==> config.mk <==
export PLATFORM = sky130hd
export DESIGN_NAME = p_decoder2to4_seq_flat
export DESIGN_NICKNAME = d
export VERILOG_FILES = /design/src/rtl/pdec_pkg.sv /design/src/rtl/p_decoder2to4_seq_if.sv /design/src/rtl/code_fifo2.sv /design/src/rtl/p_decoder2to4_seq.sv /design/src/flat_wrapper.sv
export SDC_FILE = /design/constraint.sdc
export NUM_CORES = 1
export LEC_CHECK = 0
export ABC_AREA = 1
export CAP_MARGIN = 0
export CORE_AREA = 2 2 48 50
export CTS_CLUSTER_DIAMETER = 200
export DETAILED_ROUTE_END_ITERATION = 7
export DIE_AREA = 0 0 50 52
export PLACE_DENSITY = 0.85
export SLEW_MARGIN = 20
export SYNTH_ARGS = -nofsm -noshare
export SYNTH_HDL_FRONTEND = slang
export SYNTH_HIERARCHICAL = 1
export SYNTH_SLANG_ARGS = --single-unit
==> constraint.sdc <==
create_clock -name clk -period 7.2 [get_ports clk]
set_clock_uncertainty 0.2 [all_clocks]
set_input_delay 2.16 -clock clk [delete_from_list [all_inputs] [get_ports clk]]
set_output_delay 2.16 -clock clk [all_outputs]
set_load 0.02 [all_outputs]
==> src/rtl/pdec_pkg.sv <==
// pdec_pkg: shared types and the 2-to-4 decode function for the sequential decoder
package pdec_pkg;
  typedef logic [1:0] code_t;
  typedef logic [3:0] onehot_t;
  typedef enum logic {IDLE, DRIVE} state_t;
  localparam int FIFO_DEPTH = 2;
  function automatic onehot_t decode2to4(code_t c);
    return onehot_t'(4'b0001 << c);
  endfunction
endpackage

==> src/rtl/p_decoder2to4_seq_if.sv <==
// p_decoder2to4_seq_if: code input handshake plus decoded output bundle
interface p_decoder2to4_seq_if;
  import pdec_pkg::*;
  code_t   A;
  logic    in_valid;
  logic    in_ready;
  onehot_t Y;
  logic    y_valid;
  logic    busy;
  modport master (output A, in_valid, input in_ready, Y, y_valid, busy);
  modport slave (input A, in_valid, output in_ready, Y, y_valid, busy);
endinterface

==> src/rtl/code_fifo2.sv <==
// code_fifo2: 2-entry synchronous FIFO of 2-bit codes, overflow/underflow guarded
module code_fifo2 import pdec_pkg::*; (
  input  logic       clk,
  input  logic       rst,
  input  logic       push,
  input  code_t      din,
  input  logic       pop,
  output code_t      dout,
  output logic [1:0] count,
  output logic       full,
  output logic       empty
);
  code_t      mem_q [FIFO_DEPTH];
  logic       wr_q, wr_d, rd_q, rd_d;
  logic [1:0] cnt_q, cnt_d;
  logic       do_push, do_pop;
  always_comb begin
    do_push = push && !full;
    do_pop  = pop && !empty;
    wr_d    = wr_q ^ do_push;
    rd_d    = rd_q ^ do_pop;
    cnt_d   = cnt_q + {1'b0, do_push} - {1'b0, do_pop};
  end
  always_ff @(posedge clk) begin
    if (rst) begin
      wr_q  <= 1'b0;
      rd_q  <= 1'b0;
      cnt_q <= 2'd0;
    end else begin
      if (do_push) mem_q[wr_q] <= din;
      wr_q  <= wr_d;
      rd_q  <= rd_d;
      cnt_q <= cnt_d;
    end
  end
  assign dout  = mem_q[rd_q];
  assign count = cnt_q;
  assign full  = cnt_q == 2'd2;
  assign empty = cnt_q == 2'd0;
endmodule

==> src/rtl/p_decoder2to4_seq.sv <==
// p_decoder2to4_seq: buffers 2-bit codes and drives each as a one-hot word for HOLD cycles
module p_decoder2to4_seq import pdec_pkg::*; #(
  parameter int HOLD = 4,
  parameter int CW   = 8
) (
  input logic clk,
  input logic rst,
  p_decoder2to4_seq_if.slave io
);
  state_t     state_q, state_d;
  logic [CW-1:0] cnt_q, cnt_d;
  onehot_t    y_q, y_d;
  logic       yv_q, yv_d;
  logic       busy_q, busy_d;
  logic       push, pop, load;
  code_t      head;
  logic [1:0] count, count_nxt;
  logic       full, empty;
  // A full FIFO refuses a push even when the FSM pops the same cycle
  assign io.in_ready = !rst && !full;
  assign push = io.in_valid && io.in_ready;
  code_fifo2 u_fifo (
    .clk   (clk),
    .rst   (rst),
    .push  (push),
    .din   (io.A),
    .pop   (pop),
    .dout  (head),
    .count (count),
    .full  (full),
    .empty (empty)
  );
  always_comb begin
    load      = !empty && (state_q == IDLE || cnt_q == '0);
    pop       = load;
    state_d   = load ? DRIVE : (state_q == DRIVE && cnt_q == '0) ? IDLE : state_q;
    cnt_d     = load ? CW'(HOLD - 1) : (cnt_q != '0) ? cnt_q - 1'b1 : cnt_q;
    y_d       = load ? decode2to4(head) : (state_d == IDLE) ? 4'b0000 : y_q;
    yv_d      = state_d == DRIVE;
    count_nxt = count + {1'b0, push} - {1'b0, pop};
    busy_d    = state_d == DRIVE || count_nxt != 2'd0;
  end
  always_ff @(posedge clk) begin
    if (rst) begin
      state_q <= IDLE;
      cnt_q   <= '0;
      y_q     <= 4'b0000;
      yv_q    <= 1'b0;
      busy_q  <= 1'b0;
    end else begin
      state_q <= state_d;
      cnt_q   <= cnt_d;
      y_q     <= y_d;
      yv_q    <= yv_d;
      busy_q  <= busy_d;
    end
  end
  assign io.Y       = y_q;
  assign io.y_valid = yv_q;
  assign io.busy    = busy_q;
endmodule

==> src/flat_wrapper.sv <==
// flat-port wrapper written by rule: the top's interface ports become plain ports
module p_decoder2to4_seq_flat import pdec_pkg::*;
#(
  parameter int HOLD = 4,
  parameter int CW   = 8
)
  (clk, rst, io_A, io_in_valid, io_in_ready, io_Y, io_y_valid, io_busy);
  p_decoder2to4_seq_if io_i ();
  input logic clk;
  input logic rst;
  input wire logic [$bits(io_i.A)-1:0] io_A;
  input wire logic [$bits(io_i.in_valid)-1:0] io_in_valid;
  output wire logic [$bits(io_i.in_ready)-1:0] io_in_ready;
  output wire logic [$bits(io_i.Y)-1:0] io_Y;
  output wire logic [$bits(io_i.y_valid)-1:0] io_y_valid;
  output wire logic [$bits(io_i.busy)-1:0] io_busy;
  assign io_i.A = io_A;
  assign io_i.in_valid = io_in_valid;
  assign io_in_ready = io_i.in_ready;
  assign io_Y = io_i.Y;
  assign io_y_valid = io_i.y_valid;
  assign io_busy = io_i.busy;
  p_decoder2to4_seq #(.HOLD(HOLD), .CW(CW)) u_core (.clk(clk), .rst(rst), .io(io_i));
endmodule
# After elaboration in Yosys (flattened, before gate mapping)
# Memories as Yosys holds them, arrays and structs flattened. A register that Yosys moved wholly into a read port is not among the register bits.
# Cells that the tools add are included.
# word_totals
register_bits,18
word_cells,47
output_inout_bits,7
mem_count,1
mem_bits_rw,4
input_bits,5
# classes
reduce_logical,17
shift,1
bitwise,3
n_addsub,5
n_eq_ne,2
muxes,10
# mem_list
name,depth,word_bits,rd,rd_ports_with_merged_regs,wr,line_no,rtl
u_core.u_fifo.mem_q,2,2,1,1,1,code_fifo2.sv:13,code_t mem_q [FIFO_DEPTH];
# ops
op,n
8-bit logical NOT,1
4-bit two-way mux,2
8-bit nonzero test,1
"8-bit by 1-bit subtractor with 8-bit output, second input constant",1
1-bit logical AND,6
1-bit two-way mux,6
2-bit by 1-bit adder with 2-bit output,2
2-bit two-way mux,2
2-bit nonzero test,2
"1-bit by 2-bit << shifter with 4-bit output, first input constant",1
2-bit by 1-bit subtractor with 2-bit output,2
1-bit logical NOT,3
"2-bit == test, second input constant",1
2-bit logical NOT,1
1-bit logical OR,2
"2-bit inequality test, second input constant",1
2-bit OR reduction,1
1-bit XOR,2
1-bit inverter,1

# Longest topological paths before layout
# Gate-level depths: netlist of run 1.
# depth
word_depth,8
mapped_depth,16
mapped_depth_nobuf,16

# Modules after synthesis
# The synthesis of run 1 kept the hierarchy.
# modules_own_cells
mod,area_each_um2,seq_area_each_um2,n_inst,cells_per_inst
p_decoder2to4_seq,769.5,280.3,1,108
code_fifo2,379.1,200.2,1,44

# Least setup slack after synthesis of run 1
# Ideal clock, no wire load.
# synth_timing
path_type,input -> output
startpoint,in rst
endpoint,out io_in_ready
arrival_time_ps,2638
path_buffers,1
slack_ps,2202
required_time_ps,4840
stages,2
path_cell_list,clkbuf_1 -> nor2_1
# synth_between
elab_chain_len,2
# synth_lines
element,line_no,rtl
start: declaration,flat_wrapper.sv:10,input logic rst;
1-bit logical NOT,p_decoder2to4_seq.sv:20,assign io.in_ready = !rst && !full;
1-bit logical AND,p_decoder2to4_seq.sv:20,
end: declaration,flat_wrapper.sv:13,output wire logic [$bits(io_i.in_ready)-1:0] io_in_ready;
# No other way between the ends.

# Worst setup path after layout of run 1
# Same ends and word-level chain as after synthesis.

==> flow_summary_export.csv, run 1 <==
group,metric,value,unit
sta,hold_viol_final,0,
floorplanning,die_w,50,µm
logic_synthesis,synth_cells,152,
clocking,cts_sinks,22,
setup_path,path_buf_inv,2,
global_route,grt_pass1_vias,897,
sta,setup-violations-final,0,
setup_path,crit_fanout,14,
sta,period_minus_slack,5980,ps
sta,holdWs,271,ps
logic_synthesis,synth_warnings,6,
setup_path,criticalPathCategory,"in -> out",
global_route,antenna_found_initial,0,
sta,finalWorstSetupSlack,1220,ps
floorplanning,fp.dieH,52,µm
routing,viasPerCell,4.86,
clocking,post-cts-setup-buffers,0,
global_route,grt_max_degree,15,
setup_path,crit_slowest_cell,"clkdlybuf4s50_1",
power,totalPowerFinal,0.571,mW
sta,maxSlewHeadroom,68.7,%
setup_path,max_stage_delay,640,ps
clocking,clk_pin_slew,120,ps
clocking,htreeDepth,1,
logic_synthesis,avgSynthCellArea,7.56,µm²
placed_design,portBuffers,11,
logic_synthesis,synth_top_area_share,31.4,%
routing,drt_iter0_drc,19,
placed_design,dp_slack,1210,ps
run,drv_cap,0,
logic_synthesis,syn-num-nets,162,
clocking,cts_inserted_buffers,3,
layout,drive_gt1_share,13.9,%
global_route,overflow,0,
floorplanning,rows,17,
clocking,worstSkewPairLatency,310,ps
layout,fillers,177,
logic_synthesis,synth_common_cells,"nand2_1 (26), inv_1 (24), nor2_1 (24), dfxtp_1 (18), nand3_1 (11)",
sta,final.period_utilization,83.0,%
setup_path,crit_path_frequent_cell,"clkdlybuf4s50_1",
logic_synthesis,synth-seq-area-share,41.8,%
layout,diodes,0,
sta,worstMarginPinSlew,468,ps
routing,routedWlPerCell,10.4,µm
clocking,clockRootBuffer,"clkbuf_4",
logic_synthesis,synth.area.top_cells,"dfxtp_1 (31%), edfxtp_1 (10%), nand2_1 (8.5%)",
logic_synthesis,yosysMostFrequentCell,"nand2_1",
logic_synthesis,async_flop_share,0,%
power,power.leakage,0.603,nW
sta,setup_tns,0,ps
sta,max_freq,0.167,GHz
routing,firstDrtPassIters,4,
hold_path,hold_class,"reg -> reg",
power,vdd_drop_max,0.248,mV
floorplanning,ios,12,
status,outcome,"completed",
layout,area_growth,16.9,%
setup_path,crit_chain,"clkdlybuf4s50_1 > nor2_1 > clkdlybuf4s50_1",
layout,nets,177,
global_route,grt_first_pass_wirelength,3450,µm
placed_design,gp_congestion,0.788,
logic_synthesis,synth_ff_type,"dfxtp_1",
routing,ant_nets,0,
logic_synthesis,synth.distinct_cells,23,
setup_path,cp.required,4840,ps
floorplanning,coreArea,0.00211,mm²
placed_design,hpwl,1560,µm
floorplanning,start_util,54.5,%
routing,num_vias,942,
setup_path,reg2reg_slack,4820,ps
clocking,cts_tree,"built",
setup_path,end_kind,"output port",
global_route,globalRouteTotalUtil,17.9,%
power,powerDensity,425,mW/mm²
clocking,holdBufCountCts,0,
logic_synthesis,synth_edf_count,4,
clocking,post_cts_resized,0,
clocking,clock_path_buffers,2,
setup_path,cp-start-kind,"primary input",
setup_path,cp.arrival,3620,ps
setup_path,critPathTopFamily,"buffers and inverters",
floorplanning,dieArea,0.00260,mm²
logic_synthesis,syn_area,0.00115,mm²
routing,wirelength,2010,µm
routing,drc,0,
sta,slew_violations,0,
sta,rsz0062_at_grt,"false",
layout,area.sequential,480,µm²
layout,multi_input_area,563,µm²
logic_synthesis,synth.largest_area_cell,"dfxtp_1",
logic_synthesis,ys_ff_latch,22,
## sequential cells by signal (all words and copies together) (netlist names)
signal               count
u_core/u_fifo/rd_q       1
u_core/u_fifo/mem_q      4
u_core/u_fifo/wr_q       1
u_core/u_fifo/count      2
u_core/cnt_q             8
u_core/io.busy           1
u_core/io.Y              4
u_core/io.y_valid        1
## worst register-to-register path: cells and delay by family (launching register included)
family | cells | cell delay (ps)
flops | 1 | 330
fa+ha+maj | 3 | 640
simple gates | 9 | 870
buf+inv | 4 | 250
## layout make-up
cell class                 instances  share of cell area [%]
sequential                        22                    35.8
clock inverter                     1                    2.24
timing repair buffer              11                    8.20
clock buffer                       3                    1.68
multi-input combinational        102                    41.9
inverter                          27                    7.55
tap                               28                    2.61
## per-stage QoR
stage / instance area, µm² / utilization [%] / cells
final: 1340 / 63.8 / 194
after global routing: 1340 / 63.8 / 194
after global placement: 1290 / 61.3 / 190
after floorplan: 1150 / - / 152
after detailed placement: 1290 / 61.3 / 190
after CTS: 1340 / 63.8 / 194
## placed cells by master (no fill, tap or decap)
master,n
nor2_1,24
nand2_4,1
a21oi_1,10
or2_2,1
nor3b_1,1
nor2_2,4
o21ai_0,1
nand2_2,4
clkdlybuf4s50_1,11
ha_1,5
bufinv_16,1
mux2_2,2
xnor2_1,1
nand3_1,11
nand2_1,26
nand3_2,1
o21ai_1,1
inv_2,3
edfxtp_1,4
xor2_1,4
nand4_1,2
inv_1,24
nor2_4,3
clkbuf_4,3
dfxtp_1,18
## report_power, final
group	internal (mW)	switching (mW)	total, mW	leakage (nW)
logic	0.117	0.181	0.298	0.391
clock network	0.0563	0.0389	0.0952	0.0279
registers	0.156	0.0221	0.178	0.184
total	0.329	0.242	0.571	0.603
## final timing paths
check	from	endpoint	depth (start not counted)
worst min register to register	u_core/io.Y[2]	u_core/io.Y[2]	2
worst max-delay path	rst	io_in_ready	3
worst min-delay path	u_core/io.Y[2]	u_core/io.Y[2]	2
worst max register to register	u_core/cnt_q[0]	u_core/u_fifo/count[1]	16
## routing by layer
layer | GRT usage (%) | vias to the layer above | share of wire [%]
li1 | - | 499 | -
met1 | 17.7 | 429 | 42
met2 | 34.0 | 9 | 54
met3 | 3.45 | 5 | 1.7
met4 | 11.1 | 0 | 2.5
met5 | 0 | - | 0
## cells by family (layout without fill, tap and decap cells)
family	count (synthesis)	in the layout	synth area share, %
AO/OA/AOI/OAI	12	12	5.23
flip-flops	22	22	41.8
AND/OR/NAND/NOR	78	78	32.6
multiplexers	2	2	1.96
XOR/XNOR	5	5	3.81
buffers and inverters	28	42	9.15
adder cells (fa/ha/maj)	5	5	5.45
(Power assumes the default switching activity.)
==> inputs of run 2 (changes only) <==
- CORE_AREA: 2 2 48 50 -> 2 2 50 52
- DIE_AREA: 0 0 50 52 -> 0 0 52 54
- PLACE_DENSITY: 0.85 -> 0.8
- clock period: 7.2 -> 6.3 ns (I/O delays scaled with it)
==> run 2 against run 1 <==
Sequential power is 14% higher. Via count is 3.9% higher. Register-to-register slack worse by 930 ps. Sequential cell count stayed put. Combinational power is 15% higher. Critical path depth stayed put. First-iteration DRC count is 42% higher. Setup slack worse by 380 ps. Clock power is 14% higher. Non-clock buffer count stayed put. Hold slack hardly changed.
==> flow_summary_export.csv, run 2 (synthesis gave the netlist of run 1 again) <==
group,metric,value,unit
setup_path,criticalPathCategory,"in -> out",
power,vdd_drop_max,0.232,mV
sta,final.period_utilization,86.6,%
routing,ant_nets,0,
placed_design,place_area,0.00129,mm²
sta,holdWs,272,ps
global_route,overflow,0,
sta,period_minus_slack,5450,ps
power,pwr-share-comb,52.4,%
routing,routedWlPerCell,10.5,µm
power,p_clk_share,16.6,%
layout,final_cells,196,
clocking,htreeDepth,1,
sta,finalWorstSetupSlack,846,ps
routing,drt_iter0_drc,27,
setup_path,end_kind,"output port",
sta,worstMarginPinSlew,493,ps
sta,hold_viol_final,0,
hold_path,holdCritStartpoint,"u_core/cnt_q[7]",
routing,drc,0,
floorplanning,rows,18,
power,power.internal,0.377,mW
placed_design,dp_slack,847,ps
layout,final_cell_mix,"nand2_1 (26), inv_1 (24), nor2_1 (24)",
status,outcome,"completed",
layout,fillers,222,
setup_path,crit_slowest_cell,"clkdlybuf4s50_1",
setup_path,cp-start-kind,"primary input",
global_route,globalRouteTotalUtil,17.7,%
power,p_sw_share,42.5,%
clocking,worstSkewPairLatency,310,ps
layout,area.sequential,480,µm²
power,p_seq_share,31.0,%
clocking,cts_inserted_buffers,3,
clocking,cts_sinks,22,
clocking,post_cts_resized,0,
global_route,grt_pass1_vias,918,
placed_design,portBuffers,11,
placed_design,place_inst,192,
sta,max_freq,0.183,GHz
hold_path,hold_class,"reg -> reg",
sta,rsz0062_at_grt,"false",
setup_path,reg2reg_slack,3890,ps
placed_design,hpwl,1560,µm
floorplanning,coreArea,0.00232,mm²
floorplanning,ios,12,
routing,wirelength,2050,µm
setup_path,cp.arrival,3360,ps
power,totalPowerFinal,0.655,mW
global_route,antenna_found_initial,0,
setup_path,cp-startpoint,"rst",
power,power_switching,0.278,mW
clocking,clk_pin_slew,130,ps
clocking,clock_path_buffers,2,
routing,firstDrtPassIters,4,
floorplanning,start_util,49.5,%
setup_path,crit_path_frequent_cell,"clkdlybuf4s50_1",
setup_path,rr_startpoint,"u_core/cnt_q[0]",
sta,setup_tns,0,ps
routing,viasPerCell,4.99,
power,powerDensity,487,mW/mm²
setup_path,crit_fanout,14,
placed_design,gp_congestion,0.767,
clocking,clockRootBuffer,"clkbuf_4",
layout,design_area,0.00135,mm²
routing,num_vias,979,
global_route,grt_first_pass_wirelength,3650,µm
layout,multi_input_area,563,µm²
floorplanning,dieArea,0.00281,mm²
layout,largest_reg_flops,8,
global_route,grt_max_degree,15,
layout,utilization,58.0,%
clocking,post-cts-setup-buffers,0,
power,power.leakage,0.603,nW
clocking,cts_tree,"built",
layout,largest-register,"u_core/cnt_q",
setup_path,cp.required,4210,ps
layout,diodes,0,
setup_path,crit_chain,"clkdlybuf4s50_1 > nor2_1 > clkdlybuf4s50_1",
floorplanning,fp.dieH,54,µm
sta,setup-violations-final,0,
run,drv_cap,0,
layout,nets,177,
floorplanning,die_w,52,µm
clocking,holdBufCountCts,0,
setup_path,max_stage_delay,660,ps
layout,area_growth,17.1,%
sta,maxSlewHeadroom,67.0,%
layout,final_common_cell,"nand2_1",
sta,slew_violations,0,
layout,drive_gt1_share,13.9,%
run 2: cell counts in the layout (fill, tap and decap cells not counted):
Identical to the previous run, type by type.
run 2: layout make-up:
type                            count  share of cell area [%]
Inverter                           27                    7.53
Sequential cell                    22                    35.7
Clock buffer                        3                    1.67
Tap cell                           30                    2.79
Multi-Input combinational cell    102                    41.9
Timing Repair Buffer               11                    8.19
Clock inverter                      1                    2.23
run 2: power by group through the flow:
stage / clock network (mW) / registers, mW / logic (mW)
CTS: 0.112 / 0.204 / 0.345
floorplan: 0 / 0.212 / 0.263
global placement: 0 / 0.205 / 0.326
finish: 0.109 / 0.203 / 0.343
detailed placement: 0 / 0.207 / 0.343
global route: 0.118 / 0.207 / 0.398
run 2: path summary, 6_finish.rpt:
check,endpoint,cells after the start
setup / recovery,io_in_ready,3
hold / removal,u_core/cnt_q[7],2
setup reg to reg,u_core/u_fifo/count[1],16
hold reg to reg,u_core/cnt_q[7],2
run 2: critical path: cells and delay by family:
kind	cells	cell delay, ps
buffers and inverters	2	1280
AND/OR/NAND/NOR	1	190
run 2: per-layer routing:
layer	vias to the layer above	track usage, %	part of all wire (%)
li1	499	-	-
met1	462	18.9	42
met4	0	6.58	0.63
met2	16	34.2	54
met3	2	3.33	3.1
met5	-	0	0
